--- src/rtl/parking_pkg.sv ---
// Shared types, default constants and the hex-to-7-segment helper for the parking keypad front end.
package parking_pkg;

    typedef enum logic [1:0] {
        ST_IDLE        = 2'd0,
        ST_ENTRY       = 2'd1,
        ST_WAIT_RESULT = 2'd2,
        ST_LOCKOUT     = 2'd3
    } state_t;

    localparam int DEF_DEBOUNCE_CYCLES = 4;
    localparam int DEF_TIMEOUT_CYCLES  = 20;
    localparam int DEF_MAX_ATTEMPTS    = 3;
    localparam int DEF_LOCKOUT_CYCLES  = 50;

    // Active-high segments ordered {g,f,e,d,c,b,a}.
    function automatic logic [6:0] hex_to_seg(input logic [3:0] hex);
        logic [6:0] seg;
        seg = 7'b0000000;
        case (hex)
            4'h0: seg = 7'b0111111;
            4'h1: seg = 7'b0000110;
            4'h2: seg = 7'b1011011;
            4'h3: seg = 7'b1001111;
            4'h4: seg = 7'b1100110;
            4'h5: seg = 7'b1101101;
            4'h6: seg = 7'b1111101;
            4'h7: seg = 7'b0000111;
            4'h8: seg = 7'b1111111;
            4'h9: seg = 7'b1101111;
            4'ha: seg = 7'b1110111;
            4'hb: seg = 7'b1111100;
            4'hc: seg = 7'b0111001;
            4'hd: seg = 7'b1011110;
            4'he: seg = 7'b1111001;
            4'hf: seg = 7'b1110001;
            default: seg = 7'b0000000;
        endcase
        return seg;
    endfunction

endpackage

--- src/rtl/parking_keypad_entry_if.sv ---
// Code hand-off between the keypad front end (master) and the parking controller (slave).
// password_valid is a one-cycle strobe qualifying password_input; the controller answers
// later with a one-cycle result_valid strobe, and result_ok is meaningful only in that cycle.
interface parking_keypad_entry_if;
    logic [3:0] password_input;
    logic       password_valid;
    logic       result_valid;
    logic       result_ok;

    modport master (
        output password_input,
        output password_valid,
        input  result_valid,
        input  result_ok
    );

    modport slave (
        input  password_input,
        input  password_valid,
        output result_valid,
        output result_ok
    );
endinterface

--- src/rtl/keypad_debouncer.sv ---
// Single-key debouncer: one press pulse after DEBOUNCE_CYCLES consecutive high samples,
// re-armed only once the raw contact has been sampled low.
module keypad_debouncer #(
    parameter int DEBOUNCE_CYCLES = 4
) (
    input  logic clock,
    input  logic reset,
    input  logic raw,
    output logic press
);
    localparam int CW = $clog2(DEBOUNCE_CYCLES + 1);
    localparam logic [CW-1:0] CNT_MAX  = CW'(DEBOUNCE_CYCLES);
    localparam logic [CW-1:0] CNT_FIRE = CW'(DEBOUNCE_CYCLES - 1);

    logic [CW-1:0] cnt;

    // The count saturates at CNT_MAX, so CNT_FIRE is crossed once per high period.
    always_ff @(posedge clock) begin
        if (reset) begin
            cnt   <= '0;
            press <= 1'b0;
        end else if (raw) begin
            if (cnt != CNT_MAX) cnt <= cnt + 1'b1;
            press <= (cnt == CNT_FIRE);
        end else begin
            cnt   <= '0;
            press <= 1'b0;
        end
    end
endmodule

--- src/rtl/parking_keypad_entry.sv ---
// Driver-side keypad front end: session start, code entry, verdict wait, timeout and lockout.
// Optional macro PARKING_KEYPAD_ECHO_EN adds a registered 7-segment echo of the entered code.
module parking_keypad_entry
    import parking_pkg::*;
#(
    parameter int DEBOUNCE_CYCLES = DEF_DEBOUNCE_CYCLES,
    parameter int TIMEOUT_CYCLES  = DEF_TIMEOUT_CYCLES,
    parameter int MAX_ATTEMPTS    = DEF_MAX_ATTEMPTS,
    parameter int LOCKOUT_CYCLES  = DEF_LOCKOUT_CYCLES
) (
    input  logic        clock,
    input  logic        reset,
    input  logic        entrance_sensor,
    input  logic        key_raw,
    input  logic [3:0]  key_value,
    input  logic        enter_raw,
    input  logic        clear_raw,
    parking_keypad_entry_if.master bus,
    output logic        prompt,
    output logic        locked,
    output logic        entry_timeout,
    output logic [1:0]  attempts_left,
`ifdef PARKING_KEYPAD_ECHO_EN
    output logic [6:0]  echo_display,
`endif
    output state_t      state_dbg
);
    localparam int TW = $clog2(TIMEOUT_CYCLES + 1);
    localparam int LW = $clog2(LOCKOUT_CYCLES + 1);
    localparam logic [TW-1:0] TIMER_LAST = TW'(TIMEOUT_CYCLES - 1);
    localparam logic [LW-1:0] LOCK_LAST  = LW'(LOCKOUT_CYCLES - 1);
    localparam logic [1:0]    ATT_MAX    = 2'(MAX_ATTEMPTS);

    state_t        state;
    logic [3:0]    code;
    logic          digit_seen;
    logic [TW-1:0] timer;
    logic [LW-1:0] lock_cnt;
    logic          digit_press, enter_press, clear_press;

    keypad_debouncer #(.DEBOUNCE_CYCLES(DEBOUNCE_CYCLES)) u_digit_db (
        .clock(clock), .reset(reset), .raw(key_raw),   .press(digit_press));
    keypad_debouncer #(.DEBOUNCE_CYCLES(DEBOUNCE_CYCLES)) u_enter_db (
        .clock(clock), .reset(reset), .raw(enter_raw), .press(enter_press));
    keypad_debouncer #(.DEBOUNCE_CYCLES(DEBOUNCE_CYCLES)) u_clear_db (
        .clock(clock), .reset(reset), .raw(clear_raw), .press(clear_press));

    assign state_dbg = state;

    always_ff @(posedge clock) begin
        if (reset) begin
            state              <= ST_IDLE;
            code               <= 4'd0;
            digit_seen         <= 1'b0;
            timer              <= '0;
            lock_cnt           <= '0;
            bus.password_input <= 4'd0;
            bus.password_valid <= 1'b0;
            prompt             <= 1'b0;
            locked             <= 1'b0;
            entry_timeout      <= 1'b0;
            attempts_left      <= ATT_MAX;
        end else begin
            bus.password_valid <= 1'b0;
            entry_timeout      <= 1'b0;
            case (state)
                ST_IDLE: begin
                    if (entrance_sensor) begin
                        state      <= ST_ENTRY;
                        prompt     <= 1'b1;
                        code       <= 4'd0;
                        digit_seen <= 1'b0;
                        timer      <= '0;
                    end
                end
                ST_ENTRY: begin
                    // Priority clear > enter > digit; lower presses in the same cycle are lost.
                    if (clear_press) begin
                        code       <= 4'd0;
                        digit_seen <= 1'b0;
                        timer      <= '0;
                    end else if (enter_press) begin
                        timer <= '0;
                        if (digit_seen) begin
                            bus.password_input <= code;
                            bus.password_valid <= 1'b1;
                            state              <= ST_WAIT_RESULT;
                            prompt             <= 1'b0;
                        end
                    end else if (digit_press) begin
                        code       <= key_value;
                        digit_seen <= 1'b1;
                        timer      <= '0;
                    end else if (timer == TIMER_LAST) begin
                        state         <= ST_IDLE;
                        prompt        <= 1'b0;
                        entry_timeout <= 1'b1;
                        attempts_left <= ATT_MAX;
                        timer         <= '0;
                    end else begin
                        timer <= timer + 1'b1;
                    end
                end
                ST_WAIT_RESULT: begin
                    if (bus.result_valid) begin
                        bus.password_input <= 4'd0;
                        timer              <= '0;
                        if (bus.result_ok) begin
                            state         <= ST_IDLE;
                            attempts_left <= ATT_MAX;
                        end else if (attempts_left > 2'd1) begin
                            attempts_left <= attempts_left - 2'd1;
                            state         <= ST_ENTRY;
                            prompt        <= 1'b1;
                            code          <= 4'd0;
                            digit_seen    <= 1'b0;
                        end else begin
                            attempts_left <= 2'd0;
                            state         <= ST_LOCKOUT;
                            locked        <= 1'b1;
                            lock_cnt      <= '0;
                        end
                    end else if (timer == TIMER_LAST) begin
                        state              <= ST_IDLE;
                        bus.password_input <= 4'd0;
                        entry_timeout      <= 1'b1;
                        attempts_left      <= ATT_MAX;
                        timer              <= '0;
                    end else begin
                        timer <= timer + 1'b1;
                    end
                end
                ST_LOCKOUT: begin
                    if (lock_cnt == LOCK_LAST) begin
                        state         <= ST_IDLE;
                        locked        <= 1'b0;
                        attempts_left <= ATT_MAX;
                        lock_cnt      <= '0;
                    end else begin
                        lock_cnt <= lock_cnt + 1'b1;
                    end
                end
                default: state <= ST_IDLE;
            endcase
        end
    end

`ifdef PARKING_KEYPAD_ECHO_EN
    always_ff @(posedge clock) begin
        if (reset)
            echo_display <= 7'd0;
        else if (state == ST_ENTRY && digit_seen)
            echo_display <= hex_to_seg(code);
        else
            echo_display <= 7'd0;
    end
`endif

endmodule

--- src/flat_wrapper.sv ---
// flat-port wrapper written by rule: the top's interface ports become plain ports
module parking_keypad_entry_flat import parking_pkg::*;
#(
    parameter int DEBOUNCE_CYCLES = DEF_DEBOUNCE_CYCLES,
    parameter int TIMEOUT_CYCLES  = DEF_TIMEOUT_CYCLES,
    parameter int MAX_ATTEMPTS    = DEF_MAX_ATTEMPTS,
    parameter int LOCKOUT_CYCLES  = DEF_LOCKOUT_CYCLES
)
  (clock, reset, entrance_sensor, key_raw, key_value, enter_raw, clear_raw, prompt, locked, entry_timeout, attempts_left, state_dbg, bus_password_input, bus_password_valid, bus_result_valid, bus_result_ok);
  parking_keypad_entry_if bus_i ();
  input  logic clock;
  input  logic reset;
  input  logic entrance_sensor;
  input  logic key_raw;
  input  logic [3:0] key_value;
  input  logic enter_raw;
  input  logic clear_raw;
  output logic prompt;
  output logic locked;
  output logic entry_timeout;
  output logic [1:0] attempts_left;
  output state_t state_dbg;
  output wire logic [$bits(bus_i.password_input)-1:0] bus_password_input;
  output wire logic [$bits(bus_i.password_valid)-1:0] bus_password_valid;
  input wire logic [$bits(bus_i.result_valid)-1:0] bus_result_valid;
  input wire logic [$bits(bus_i.result_ok)-1:0] bus_result_ok;
  assign bus_password_input = bus_i.password_input;
  assign bus_password_valid = bus_i.password_valid;
  assign bus_i.result_valid = bus_result_valid;
  assign bus_i.result_ok = bus_result_ok;
  parking_keypad_entry #(.DEBOUNCE_CYCLES(DEBOUNCE_CYCLES), .TIMEOUT_CYCLES(TIMEOUT_CYCLES), .MAX_ATTEMPTS(MAX_ATTEMPTS), .LOCKOUT_CYCLES(LOCKOUT_CYCLES)) u_core (.clock(clock), .reset(reset), .entrance_sensor(entrance_sensor), .key_raw(key_raw), .key_value(key_value), .enter_raw(enter_raw), .clear_raw(clear_raw), .bus(bus_i), .prompt(prompt), .locked(locked), .entry_timeout(entry_timeout), .attempts_left(attempts_left), .state_dbg(state_dbg));
endmodule
--- config.mk ---
export PLATFORM = sky130hd
export DESIGN_NAME = parking_keypad_entry_flat
export DESIGN_NICKNAME = d
export VERILOG_FILES = /design/src/rtl/parking_pkg.sv /design/src/rtl/parking_keypad_entry_if.sv /design/src/rtl/keypad_debouncer.sv /design/src/rtl/parking_keypad_entry.sv /design/src/flat_wrapper.sv
export SDC_FILE = /design/constraint.sdc
export NUM_CORES = 1
export LEC_CHECK = 0
export ABC_AREA = 1
export CAP_MARGIN = 20
export CORE_MARGIN = 3
export CORE_UTILIZATION = 58
export CTS_BUF_LIST = sky130_fd_sc_hd__clkbuf_4 sky130_fd_sc_hd__clkbuf_8
export DETAILED_ROUTE_END_ITERATION = 6
export PLACE_DENSITY_LB_ADDON = 0.05
export SETUP_SLACK_MARGIN = 0.02
export SLEW_MARGIN = 20
export SYNTH_ARGS = -nofsm -noshare
export SYNTH_HDL_FRONTEND = slang
export SYNTH_SLANG_ARGS = --single-unit
--- constraint.sdc ---
create_clock -name clock -period 2.1 [get_ports clock]
set_clock_uncertainty 0.2 [all_clocks]
set_input_delay 0.42 -clock clock [delete_from_list [all_inputs] [get_ports clock]]
set_output_delay 0.42 -clock clock [all_outputs]
set_load 0.02 [all_outputs]
; Word level (Yosys, flattened, before mapping)
; Cells that the tools add are included.
[totals]
regBits = 40
in_bits = 12
out_inout_bits = 12
wordCells = 150
[op_classes]
addsub = 6
n_lt_le_gt_ge = 1
eq_ne = 28
n_mux = 76
n_bitwise = 5
reduce_logical = 17
[op_table]
columns = operator, n
row1 = two-way mux 4 bit, 12
row2 = two-way mux 2 bit, 18
row3 = two-way mux 5 bit, 6
row4 = two-way mux 1 bit, 26
row5 = two-way mux 6 bit, 4
row6 = AND reduction 5 bit, 4
row7 = inequality test 3 bit (second input constant), 6
row8 = inequality test 2 bit (second input constant), 8
row9 = case mux 5 bit (3 select lines), 1
row10 = case mux 4 bit (3 select lines), 1
row11 = case mux 6 bit (2 select lines), 1
row12 = adder 3 x 1 -> 3 bit (second input constant), 3
row13 = == test 3 x 2 -> 1 bit (second input constant), 3
row14 = inequality test 3 x 2 -> 1 bit (second input constant), 3
row15 = AND reduction 9 bit, 1
row16 = case mux 2 bit (4 select lines), 1
row17 = case mux 4 bit (2 select lines), 1
row18 = AND reduction 7 bit, 1
row19 = adder 6 x 1 -> 6 bit (second input constant), 1
row20 = == test 6 bit (second input constant), 1
row21 = inequality test 2 x 1 -> 1 bit (second input constant), 3
row22 = case mux 1 bit (3 select lines), 2
row23 = case mux 2 bit (3 select lines), 1
row24 = nonzero test 3 bit, 2
row25 = 14 further kinds, 23

; Longest topological paths before layout
[depth]
word_depth = 6
depth_mapped = 11
depth_no_buf = 10

; Hierarchy
; A second synthesis with hierarchy kept.
[hier_totals]
cells_unflattened = 323
hier_area_um2 = 2225.9
[by_module_without_submodules]
columns = mod, n_inst, cells_per_inst, area_each_um2, seq_area_each_um2
row1 = parking_keypad_entry, 1, 242, 1602.8, 560.5
row2 = keypad_debouncer, 3, 27, 207.7, 80.1

; Worst setup path after synthesis
; OpenSTA, ideal clock, no wires.
[synth_timing]
path_type = flip-flop to flip-flop
start = register u_core.state[0], in the netlist u_core.state_dbg[0]
end = register u_core.lock_cnt[5]
t_arrival_ns = 1.552
setup_slack_ns = 0.232
stages_incl_launch_ff = 10
n_path_buf = 1
period_less_slack_ns = 1.868
cell_sequence = dfxtp_1 inv_1 ha_1 buf_6 nand2_1 nand3_4 nor2_4 nand2_1 nor2_1 nor3b_2
[synth_between]
elab_chain_cells = 3
word_cells_on_any_way = 8
cone_classes = eq/ne (5) / mux (1) / reduce/logical (2)
[synth_rtl]
columns = element, line
row1 = start: declaration, parking_keypad_entry.sv:34  ; state_t state;
row2 = start signal: assignment, parking_keypad_entry.sv:52  ; state <= ST_IDLE;
row3 = start signal: assignment, parking_keypad_entry.sv:69  ; state <= ST_ENTRY;
row4 = start signal: assignment, parking_keypad_entry.sv:87  ; state <= ST_WAIT_RESULT;
row5 = == test 2 bit, parking_keypad_entry.sv:66  ; case (state)
row6 = inequality test 2 bit (no source line) / nonzero test 2 bit (equally long branches), n/a
row7 = AND reduction 4 bit (no source line), n/a
row8 = end signal: assignment, parking_keypad_entry.sv:140  ; lock_cnt <= lock_cnt + 1'b1;
row9 = end: declaration, parking_keypad_entry.sv:38  ; logic [LW-1:0] lock_cnt;
; Several ways; a longest one is shown, not always the timed one.
; A chain may end at the register's enable or synchronous reset.

; Final worst setup path
[layout_timing]
start = register u_core.state[0], in the netlist u_core.state_dbg[0]
end = output state_dbg[0]
[layout_lines]
columns = element, line
row1 = end: declaration, flat_wrapper.sv:22  ; output state_t state_dbg;
; No word-level cell between the ends.

==> out/metrics.cfg <==
[routing]
antenna_left=0
highest_layer=met4
met3_length_um=119
wl_um=4000
firstDrtPassIters=5
remaining_drc_errors=0
drt-initial-drc-count=149
wl_per_cell_um=11.2
vias=1808
via_per_inst=5.08
wl_met1_um=1880
wl_met2_um=1920

[logic_synthesis]
yosys_warnings=0
synth-seq-cells=40
yosysSeqAreaShare_pct=37.6
syn_nets=307
synth-main-ff-cell=dfxtp_1
yosysTopAreaCellShare_pct=37.6
synth_cells=278
netlist_area_mm2=0.00213
netlist_top_cells_area=dfxtp_1 (38%), ha_1 (10%), nand2_1 (9.5%)
ys_types=34
async_reset_ff_share_pct=0
synth_area_leader_cell=dfxtp_1
synth-edff-count=0
synth.avg_cell_area_um2=7.66
yosysMostFrequentCell=nand2_1
yosys-top-cells-count=nand2_1 (54), dfxtp_1 (40), inv_1 (38)

[final_layout]
multi_input_comb_area_mm2=0.00113
regArea_um2=802
layoutNonFillerInstCount=356
num_antenna_cells=0
finish.instance_area_mm2=0.00252
nets=338
fill_cells=290
drive_above_1_share_pct=14.2
syn2layout_area_growth_pct=18.5

[sta]
setup_viol=0
min_period_ps=1940
relSlewSlack_pct=71.6
finalMaxSlewViolations=0
period_share_pct=92.5
tns_ps=0
finalHoldViolations=0
max_freq_mhz=515
rsz0062_at_grt=false
hold_ws_ps=268
tightest_slew_ps=425

[critical_path]
worstSetupStartpointType=flop
r2r_cells=8
path_max_fanout=8
crit_end=state_dbg[0]
required_ps=1480
regToRegStartpoint=u_core.state_dbg[0]
cp_num_buf_inv=1
r2r_slack_ps=160
crit_path_start=u_core.state_dbg[0]
worstPathArrival_ps=1320
end_kind=output port
crit_chain=clkdlybuf4s50_1
critical-path-top-delay-family=buffers and inverters
worstSetupPathType=reg2out
cpPeakStageDelay_ps=630
rr_endpoint=u_core.lock_cnt[5]
cp.depth=1
slowest_stage=clkdlybuf4s50_1

[run_status]
status=finished clean

[power]
leakage_nw=1.11
peakVddDrop_mv=0.493
cellPowerDensity_mw_per_mm2=609
power.total_mw=1.54

[clock_network]
clockRootBuffer=clkbuf_8
cts_tree=built
cts_buffer_depth=2
cts_hold_buf=0
cts.sinks=40
path_clk_slew_ps=80
h-tree-depth=2
clock_latency_ps=300
cts_buffers=5

[global_routing]
antenna_found_initial=0
grt_pass1_wl_um=6960
track_usage_pct=20.6
grt_pass1_vias=1674
grt_max_degree=17
overflow=0

[placed_design]
dpl_cell_area_mm2=0.00242
place_inst=348
post-dp-hpwl_um=3080
gp_congestion=0.874
numPortBuffers=23

[die]
core_mm2=0.00344
io_pins=24
die_w_um=66.6
die_y_um=66.6
initial_utilization_pct=61.8
die_area_mm2=0.00443
rows=21

[worst_hold_path]
min_path_type=reg2reg
min_path_cells=1

[job]
drv_cap=0

where the power goes:
part	internal (mW)	switching [mW]
registers	0.781	0.0180
logic	0.0853	0.116
clock network	0.266	0.270
total	1.13	0.405
how the worst min path moves through the flow:
| stage | startpoint | endpoint | slack (ps) |
|---|---|---|---|
| global placement | u_core.bus.password_input[2] | u_core.bus.password_input[2] | 250 |
| global route | u_core.bus.password_input[0] | u_core.bus.password_input[0] | 290 |
| detailed placement | u_core.bus.password_input[0] | u_core.bus.password_input[0] | 250 |
| CTS | u_core.bus.password_input[0] | u_core.bus.password_input[0] | 270 |
| floorplan | u_core.code[0] | u_core.code[0] | 250 |
| finish | u_core.bus.password_input[0] | u_core.bus.password_input[0] | 270 |
state kept, by name, summed over array words and instances, names as in the netlist:
name / flops
u_core.attempts_left: 2
u_core.bus.password_input: 4
u_core.bus.password_valid: 1
u_core.code: 4
u_core.digit_seen: 1
u_core.entry_timeout: 1
u_core.lock_cnt: 6
u_core.locked: 1
u_core.prompt: 1
u_core.state_dbg: 2
u_core.timer: 5
u_core.u_clear_db.cnt: 3
u_core.u_clear_db.press: 1
u_core.u_digit_db.cnt: 3
u_core.u_digit_db.press: 1
u_core.u_enter_db.cnt: 3
u_core.u_enter_db.press: 1
cells by family (layout without fill, tap and decap cells):
family / Yosys count / count (layout) / synth area share [%]
AOI/OAI and AO/OA: 45 / 45 / 13.5
xor gates and xnor gates: 5 / 5 / 2.06
adders and majority gates: 17 / 17 / 9.99
buffers and inverters: 48 / 80 / 9.17
DFF: 40 / 40 / 37.6
and+or+nand+nor: 123 / 123 / 27.6
cells in the final DEF (no fill, tap or decap), drive strengths merged:
cell type	n
nor3b	1
xor2	5
nand2	63
nand3b	1
o22ai	2
ha	17
dfxtp	40
or2	2
buf	4
a21oi	16
clkdlybuf4s50	21
o2111ai	1
nand4	4
nor3	4
a211oi	4
o21ai	16
dlymetal6s2s	1
clkbuf	6
o211ai	1
o31ai	2
o21a	3
nor2	31
nand3	17
clkinvlp	2
dlygate4sd2	1
inv	45
cell type report:
class / count / share of cell area [%]
flip-flops and latches: 40 / 31.8
multi-input cells: 190 / 44.9
repair buffers: 27 / 10.4
clock buffers: 6 / 3.27
well taps: 46 / 2.28
clock inverters: 2 / 0.595
inverters: 45 / 6.80
metal layers:
| layer | GRT usage, % | vias up |
|---|---|---|
| met4 | 8.38 | 0 |
| met1 | 23.4 | 821 |
| li1 | - | 955 |
| met2 | 36.1 | 27 |
| met5 | 0 | - |
| met3 | 5.56 | 5 |
per-stage QoR:
step	utilization, %	setup WS [ps]
finish	73.3	158
global route	73.3	37.8
CTS	73.2	28.5
detailed placement	70.4	51.3
global placement	70.4	113
floorplan	-	232
timing repair:
action,4_1_cts,5_1_grt
resized for setup,1,2
setup endpoints to repair,1,13
buffers inserted,0,0
Power figures use the tool's default switching activity.
